<file path="config.mk">
export PLATFORM = sky130hd
export DESIGN_NAME = bin_search_ctrl
export DESIGN_NICKNAME = d
export VERILOG_FILES = /design/src/rtl/bin_search_ctrl.sv
export SDC_FILE = /design/constraint.sdc
export NUM_CORES = 1
export LEC_CHECK = 0
export ABC_AREA = 1
export BUFFER_PORTS_ARGS = -buffer_cell sky130_fd_sc_hd__buf_2
export CORE_MARGIN = 2
export CORE_UTILIZATION = 60
export DETAILED_ROUTE_END_ITERATION = 8
export GPL_ROUTABILITY_DRIVEN = 0
export HOLD_SLACK_MARGIN = 0.1
export PLACE_DENSITY_LB_ADDON = 0.15
export SLEW_MARGIN = 30
export SYNTH_ARGS = -nofsm -noshare
export SYNTH_HDL_FRONTEND = slang
export SYNTH_SLANG_ARGS = --single-unit
</file>
<file path="constraint.sdc">
create_clock -name clk -period 4 [get_ports clk]
set_clock_uncertainty 0.15 [all_clocks]
set_input_delay 0.6 -clock clk [delete_from_list [all_inputs] [get_ports clk]]
set_output_delay 0.6 -clock clk [all_outputs]
set_load 0.02 [all_outputs]
</file>
<file path="src/rtl/bin_search_ctrl.sv">
// Binary-search controller: drives the A operand of an external magnitude comparator.
// It narrows an inclusive [lo, hi] range using the GT/LT/EQ flags until the target is found or the range is exhausted.
module bin_search_ctrl #(
    parameter int unsigned N  = 32,
    parameter int unsigned CW = 6
) (
    input  logic          clk,
    input  logic          rst_n,
    input  logic          start,
    input  logic [N-1:0]  bound_lo,
    input  logic [N-1:0]  bound_hi,
    output logic [N-1:0]  probe,
    input  logic          GT,
    input  logic          LT,
    input  logic          EQ,
    output logic          busy,
    output logic          done,
    output logic          found,
    output logic          err,
    output logic [N-1:0]  result,
    output logic [CW-1:0] iters
);

    typedef enum logic [1:0] {StIdle, StCalc, StCmp, StDone} state_e;

    state_e        r_state, w_state_nxt;
    logic [N-1:0]  r_lo, w_lo_nxt;
    logic [N-1:0]  r_hi, w_hi_nxt;
    logic [N-1:0]  r_probe, w_probe_nxt;
    logic [N-1:0]  r_result, w_result_nxt;
    logic [CW-1:0] r_iters, w_iters_nxt;
    logic          r_found, w_found_nxt;
    logic          r_err, w_err_nxt;

    logic [N-1:0]  w_span;
    logic          w_flags_legal;

    assign w_span        = r_hi - r_lo;
    assign w_flags_legal = ({GT, LT, EQ} == 3'b100) || ({GT, LT, EQ} == 3'b010) ||
                           ({GT, LT, EQ} == 3'b001);

    always_comb begin
        w_state_nxt  = r_state;
        w_lo_nxt     = r_lo;
        w_hi_nxt     = r_hi;
        w_probe_nxt  = r_probe;
        w_result_nxt = r_result;
        w_iters_nxt  = r_iters;
        w_found_nxt  = r_found;
        w_err_nxt    = r_err;
        case (r_state)
            StIdle: begin
                if (start) begin
                    w_lo_nxt     = bound_lo;
                    w_hi_nxt     = bound_hi;
                    w_found_nxt  = 1'b0;
                    w_err_nxt    = 1'b0;
                    w_result_nxt = '0;
                    w_iters_nxt  = '0;
                    w_state_nxt  = StCalc;
                end
            end
            StCalc: begin
                // lo > hi can only happen with reversed bounds at entry
                if (r_lo > r_hi) begin
                    w_state_nxt = StDone;
                end else begin
                    w_probe_nxt = r_lo + (w_span >> 1);
                    w_state_nxt = StCmp;
                end
            end
            StCmp: begin
                w_iters_nxt = r_iters + CW'(1);
                w_state_nxt = StDone;
                if (!w_flags_legal) begin
                    w_err_nxt   = 1'b1;
                    w_found_nxt = 1'b0;
                end else if (EQ) begin
                    w_found_nxt  = 1'b1;
                    w_result_nxt = r_probe;
                end else if (GT) begin
                    // Edge guards keep probe-1 / probe+1 from wrapping
                    if (r_probe != r_lo) begin
                        w_hi_nxt    = r_probe - N'(1);
                        w_state_nxt = StCalc;
                    end
                end else begin
                    if (r_probe != r_hi) begin
                        w_lo_nxt    = r_probe + N'(1);
                        w_state_nxt = StCalc;
                    end
                end
            end
            StDone: begin
                w_state_nxt = StIdle;
            end
            default: begin
                w_state_nxt = StIdle;
            end
        endcase
    end

    always_ff @(posedge clk or negedge rst_n) begin
        if (!rst_n) begin
            r_state  <= StIdle;
            r_lo     <= '0;
            r_hi     <= '0;
            r_probe  <= '0;
            r_result <= '0;
            r_iters  <= '0;
            r_found  <= 1'b0;
            r_err    <= 1'b0;
        end else begin
            r_state  <= w_state_nxt;
            r_lo     <= w_lo_nxt;
            r_hi     <= w_hi_nxt;
            r_probe  <= w_probe_nxt;
            r_result <= w_result_nxt;
            r_iters  <= w_iters_nxt;
            r_found  <= w_found_nxt;
            r_err    <= w_err_nxt;
        end
    end

    assign probe  = r_probe;
    assign result = r_result;
    assign iters  = r_iters;
    assign found  = r_found;
    assign err    = r_err;
    assign busy   = (r_state == StCalc) || (r_state == StCmp);
    assign done   = (r_state == StDone);

endmodule

</file>
==> summary.txt, run 1 <==
Outcome
  – Status: finished, final reports clean

Floorplanning
  – Initial core utilization: 61.1%
  – Die W: 150 um
  – Die ar.: 22600 sq um
  – Rows: 53
  – Core Box Area: 21000 sq um
  – Die height: 150 um
  – IO Count: 144

Synthesis
  – Post-synth top area cell: dfrtp_1
  – Top-area cell type share of the netlist area: 26.9%
  – Commonest cells post-synth: nand2_1 (744), nor2_1 (189), inv_1 (179), dfrtp_1 (138), o21ai_0 (121)
  – Avg Synthesized Cell Area: 6.33 sq um
  – Mapped Nets: 2171
  – Yosys reg bits: 138
  – Number of synthesized flops with an enable pin: 0
  – Synth Instances: 2029
  – Synthesized cell area: 12800 sq um
  – Yosys warns: 0
  – Register area share after synthesis: 26.9%
  – Most frequent cell after synthesis: nand2_1
  – Synth cell types: 46
  – Post-synth ARST share: 100%
  – Most frequently used flop master after synthesis: dfrtp_1
  – Top cells by area, synth: dfrtp_1 (27%), nand2_1 (22%), ha_1 (6.8%), nor2_1 (5.5%), inv_1 (5.2%)

Placed design
  – DP HPWL: 34100 um
  – I/O Buffers: 143

Detailed routing
  – Via count: 14.2k
  – Wirelength per Cell: 18.2 um
  – DR pass1 iterations: 8
  – Met1 WL: 17800 um
  – Highest metal used: met4
  – DR iter-0 viols: 2050
  – DR DRC count: 0
  – Detail Route met2 WL: 18600 um
  – Final antenna-violating net count: 0
  – Vias/cell: 5.86
  – Met3 WL post-DR: 5400 um
  – Final WL: 44100 um

Worst setup path
  – CP peak stage delay: 430 ps
  – Worst Path Arrival: 4030 ps
  – CP endpoint kind: register
  – Cell Chain, Critical Path: inv_1, ha_2, nand2_1, inv_1, nand3_1, o21ai_0, buf_4, nand2_1, nand2_1, xor2_1, ha_1, a21oi_1, o21ai_0, a21oi_2, nor2_1, nor2_1, nand2_1, nand2_1, nand2_1, nand2_1, nand2_1
  – Crit start category: register
  – CP most frequent cell: nand2_1
  – Worst path slowest cell: dfrtp_1
  – Worst EP required: 4180 ps
  – Reg2reg end: probe[25]
  – Top delay family on crit path: compound AO/OA/AOI/OAI gates
  – Reg2reg setup slack: 150 ps
  – CP bufs+invs: 3
  – FF-to-FF path depth: 21
  – CP Max Fanout: 5
  – CP Class: reg2reg
  – R2R Path Start: r_lo[8]

Layout
  – Area Growth Syn to Fin: 11.1%
  – Post-layout nets: 2270
  – Share of layout cells above drive strength 1: 12.1%
  – Antenna fix cells: 0
  – Final core occ: 67.8%

Global routing
  – Largest net degree at the start of global routing: 85
  – Total Routing Usage GR: 38.7%
  – Global-route wire length before repair: 67400 um
  – Initial antenna violation count: 1
  – Grt ovf: 0
  – Vias in the first global route: 13.0k

STA
  – Final Critical Period: 3850 ps
  – Slew headroom: 36.3%
  – Final Max Tran Viols: 0
  – Worst Max-Slew Pin Slew: 950 ps
  – Final Hold Viols: 0
  – Setup violators final: 0
  – F_max: 260 MHz
  – Final period util: 96.1%

Clock network
  – Number of buffers created by CTS: 17
  – H-tree levels: 4
  – CTS sink cnt: 138
  – Clock Tree Buf Depth: 2
  – Worst-Skew Late Latency: 440 ps
  – Clk slew on worst S/H paths: 60 ps
  – Clock Tree Root: clkbuf_16
  – TritonCTS clock tree: built

Min path
  – Hold path depth: 2
  – Worst Hold Class: reg2reg
  – Hold path endpoint: result[11]
  – Worst hold start: result[11]

Flow run
  – Max Cap Viol: 0
cells by family (layout without fill, tap and decap cells):
kind of cell / count (synthesis) / after routing / share of synthesized area, %
flip-flops: 138 / 138 / 26.9
buffers and inverters: 269 / 381 / 9.32
multiplexers: 2 / 2 / 0.156
XOR/XNOR: 96 / 96 / 6.55
AND/OR/NAND/NOR: 1155 / 1155 / 37.1
AO/OA/AOI/OAI: 297 / 297 / 12.8
adder cells (fa/ha/maj): 72 / 72 / 7.13
area by class of cell:
class / count / area (sq um)
Multi-Input combinational cell: 1622 / 8260
Clock buffer: 19 / 443
Tap cell: 275 / 344
Clock inverter: 13 / 211
Sequential cell: 138 / 3450
Timing Repair Buffer: 154 / 807
Fill cell: 1892 / 6760
Inverter: 195 / 741
worst max path at each step:
stage | from | to | slack, ps | depth (start not counted)
floorplan | r_lo[1] | probe[30] | 800 | 19
global placement | r_lo[14] | probe[17] | 170 | 16
detailed placement | r_lo[1] | probe[25] | 120 | 18
CTS | r_lo[1] | probe[25] | 90 | 18
global route | r_hi[0] | probe[25] | -4 | 23
finish | r_lo[8] | probe[25] | 150 | 21
sequential cells by signal (all words and copies together), names as in the netlist:
name     count
found        1
r_state      2
err          1
result      32
r_lo        32
iters        6
probe       32
r_hi        32
layout by cell type, fill, tap and decap left out, types with 8 or more instances in the layout:
cell       count
xnor2_1       64
nor3_1        39
buf_2        142
ha_1          67
a31oi_1        8
o21ai_0      117
a21boi_0       8
nand2_2       11
xor2_1        32
nand2_1      743
a21oi_2        9
o21ai_1       24
o21bai_1       9
clkbuf_16     17
inv_1        177
nor2_1       187
nand3b_1      20
dfrtp_1      137
nor2_2        10
nand3_1      107
o21ai_2       12
a21oi_1       89
inv_2         12
nand4_1       24
buf_4         10
through the flow:
step / cell area, sq um / worst slack (ps) / hold slack (ps) / setup TNS, ps / cells
floorplan: 12800 / 801 / 154 / 0 / 2029
global route: 14300 / -3.79 / 340 / -7.27 / 2416
finish: 14300 / 154 / 320 / 0 / 2416
detailed placement: 13500 / 122 / 311 / 0 / 2382
CTS: 14200 / 90.1 / 326 / 0 / 2415
global placement: 13500 / 167 / 303 / 0 / 2382
metal layers:
layer  up-vias  track usage (%)
li1       6713                -
met2       958             59.3
met5         -                0
met3       166             6.88
met1      6321             53.1
met4         0             18.4
worst min-delay path: stages (launching register included):
cell     delay (ps)
dfrtp_1         340
nand2_1          60
nand2_1          50
timing repair:
item / 4_1_cts / 5_1_grt
hold endpoints to repair: 6 / 0
endpoints found under the setup margin: 0 / 14
hold buffers: 1 / 0
setup buffers: 0 / 1
resized for setup: 0 / 22
Power of run 1 is left out: the tool's default activity adds up to more than one toggle a clock period on the data nets, which glitch-free logic cannot reach.
==> inputs of run 2 (changes only) <==
- BUFFER_PORTS_ARGS: -buffer_cell sky130_fd_sc_hd__buf_2 -> -buffer_cell sky130_fd_sc_hd__clkbuf_2
==> summary.txt, run 2 (synthesis gave the netlist of run 1 again) <==
Outcome
  – Status: finished, final reports clean

Placed design
  – Pre-CTS setup slack: 53.4 ps
  – DP HPWL: 34200 um
  – I/O Buffers: 143
  – Placed Area: 13600 sq um

STA
  – F_max: 264 MHz
  – Final Hold Viols: 0
  – Final Max Tran Viols: 0
  – Final setup margin: 219 ps
  – Worst Max-Slew Pin Slew: 922 ps
  – Unrepaired setup endpoints after global routing: false
  – Final Critical Period: 3780 ps
  – Setup violators final: 0
  – Slew headroom: 38.2%
  – Setup_tns: 0 ps
  – Final period util: 94.5%

Worst setup path
  – Worst Path Arrival: 4000 ps
  – CP Class: reg2reg
  – R2R Path Start: r_lo[9]
  – Reg2reg end: probe[22]
  – CP most frequent cell: nand2_1
  – Cell Chain, Critical Path: inv_1, ha_1, a21oi_1, o21ai_0, o21bai_2, nand2_1, nand2_1, xor2_1, ha_1, nand2_1, nor2_1, inv_1, nor3_1, nand2_1, nand2_1, nand2_1, nand2_1, nand2_1, nand2_1, nand2_1, nand2_1
  – Crit start category: register
  – CP peak stage delay: 420 ps
  – Worst EP required: 4220 ps
  – CP Capture Point: probe[22]
  – FF-to-FF path depth: 21
  – CP Max Fanout: 5
  – CP endpoint kind: register
  – Worst path slowest cell: dfrtp_1
  – Reg2reg setup slack: 220 ps
  – Critical path origin: r_lo[9]

Layout
  – Antenna fix cells: 0
  – Final instance area: 14200 sq um
  – Commonest non-fill, non-tap cell in the layout: nand2_1
  – Area Growth Syn to Fin: 10.9%
  – Share of layout cells above drive strength 1: 11.9%
  – Post-layout nets: 2274
  – Commonest non-fill, non-tap cells in the layout: nand2_1 (744), nor2_1 (188), inv_1 (177)

Floorplanning
  – IO Count: 144
  – Core Box Area: 21000 sq um
  – Rows: 53
  – Die W: 150 um
  – Die ar.: 22600 sq um
  – Die height: 150 um
  – Initial core utilization: 61.1%

Detailed routing
  – Via count: 14.2k
  – DR DRC count: 0
  – Final WL: 43900 um
  – Wirelength per Cell: 18.1 um
  – DR iter-0 viols: 1931
  – Final antenna-violating net count: 0
  – Vias/cell: 5.85
  – DR pass1 iterations: 9

Global routing
  – Global-route wire length before repair: 67200 um
  – Grt ovf: 0
  – GR Layer Usage met2: 58.4%
  – GR peak layer: met2
  – Largest net degree at the start of global routing: 67
  – Initial antenna violation count: 0
  – GR Util met3: 7.06%
  – Vias in the first global route: 13.0k
  – Total Routing Usage GR: 38.6%
  – GR Util met1: 53.4%

Clock network
  – H-tree levels: 4
  – TritonCTS clock tree: built
  – Number of buffers created by CTS: 17
  – Clk slew on worst S/H paths: 60 ps
  – CTS sink cnt: 138
  – Clock Tree Root: clkbuf_16
  – Clock Tree Buf Depth: 2
  – Worst-Skew Late Latency: 430 ps

Min path
  – Worst hold start: result[11]
  – Worst Hold Class: reg2reg

Flow run
  – Max Cap Viol: 0
## run 2: cell types whose count changed in the layout (fill, tap and decap cells not counted), moves of 3 or more
cell,change
a21oi_1,+6
a21oi_2,-6
buf_2,-142
buf_4,+4
clkbuf_2,+142
clkinv_4,+3
## run 2: worst min path at each step
stage	slack, ps	end	cells after the start
floorplan	150	err	0
global placement	310	result[11]	2
detailed placement	320	result[11]	2
CTS	330	result[11]	2
global route	350	result[21]	2
finish	330	result[11]	2
## run 2: metal layers
metal  routed length, um  vias up
met3                5010      167
met4                2330        0
met1               18100     6345
met2               18400      932
met5                   0        -
li1                    -     6718
## run 2: cell type report
| type | count | area, sq um |
|---|---|---|
| well taps | 275 | 344 |
| multi-input cells | 1622 | 8240 |
| clock inverters | 14 | 195 |
| flip-flops and latches | 138 | 3450 |
| clock buffers | 17 | 425 |
| fillers | 1927 | 6790 |
| repair buffers | 158 | 837 |
| inverters | 195 | 741 |
## run 2: metrics by stage
stage	util, %	hold WS, ps	instances
floorplan	-	154	2029
global placement	64.5	310	2385
detailed placement	64.5	317	2385
CTS	67.5	332	2417
global route	67.7	352	2419
finish	67.7	327	2419
## run 2: what timing repair did
item | in CTS | in global routing
buffers inserted | 0 | 2
endpoints found under the hold margin | 61 | 0
endpoints found under the setup margin | 0 | 14
hold buffers | 1 | 0
resized for setup | 0 | 13
## run 2: critical path, delay by kind of cell (launching register included)
family / cells / cell delay, ps
AO/OA/AOI/OAI: 3 / 700
XOR/XNOR: 1 / 170
adder cells (fa/ha/maj): 2 / 730
buffers and inverters: 2 / 170
flip-flops: 1 / 420
AND/OR/NAND/NOR: 13 / 1380
Power of run 2 is left out for the same reason.
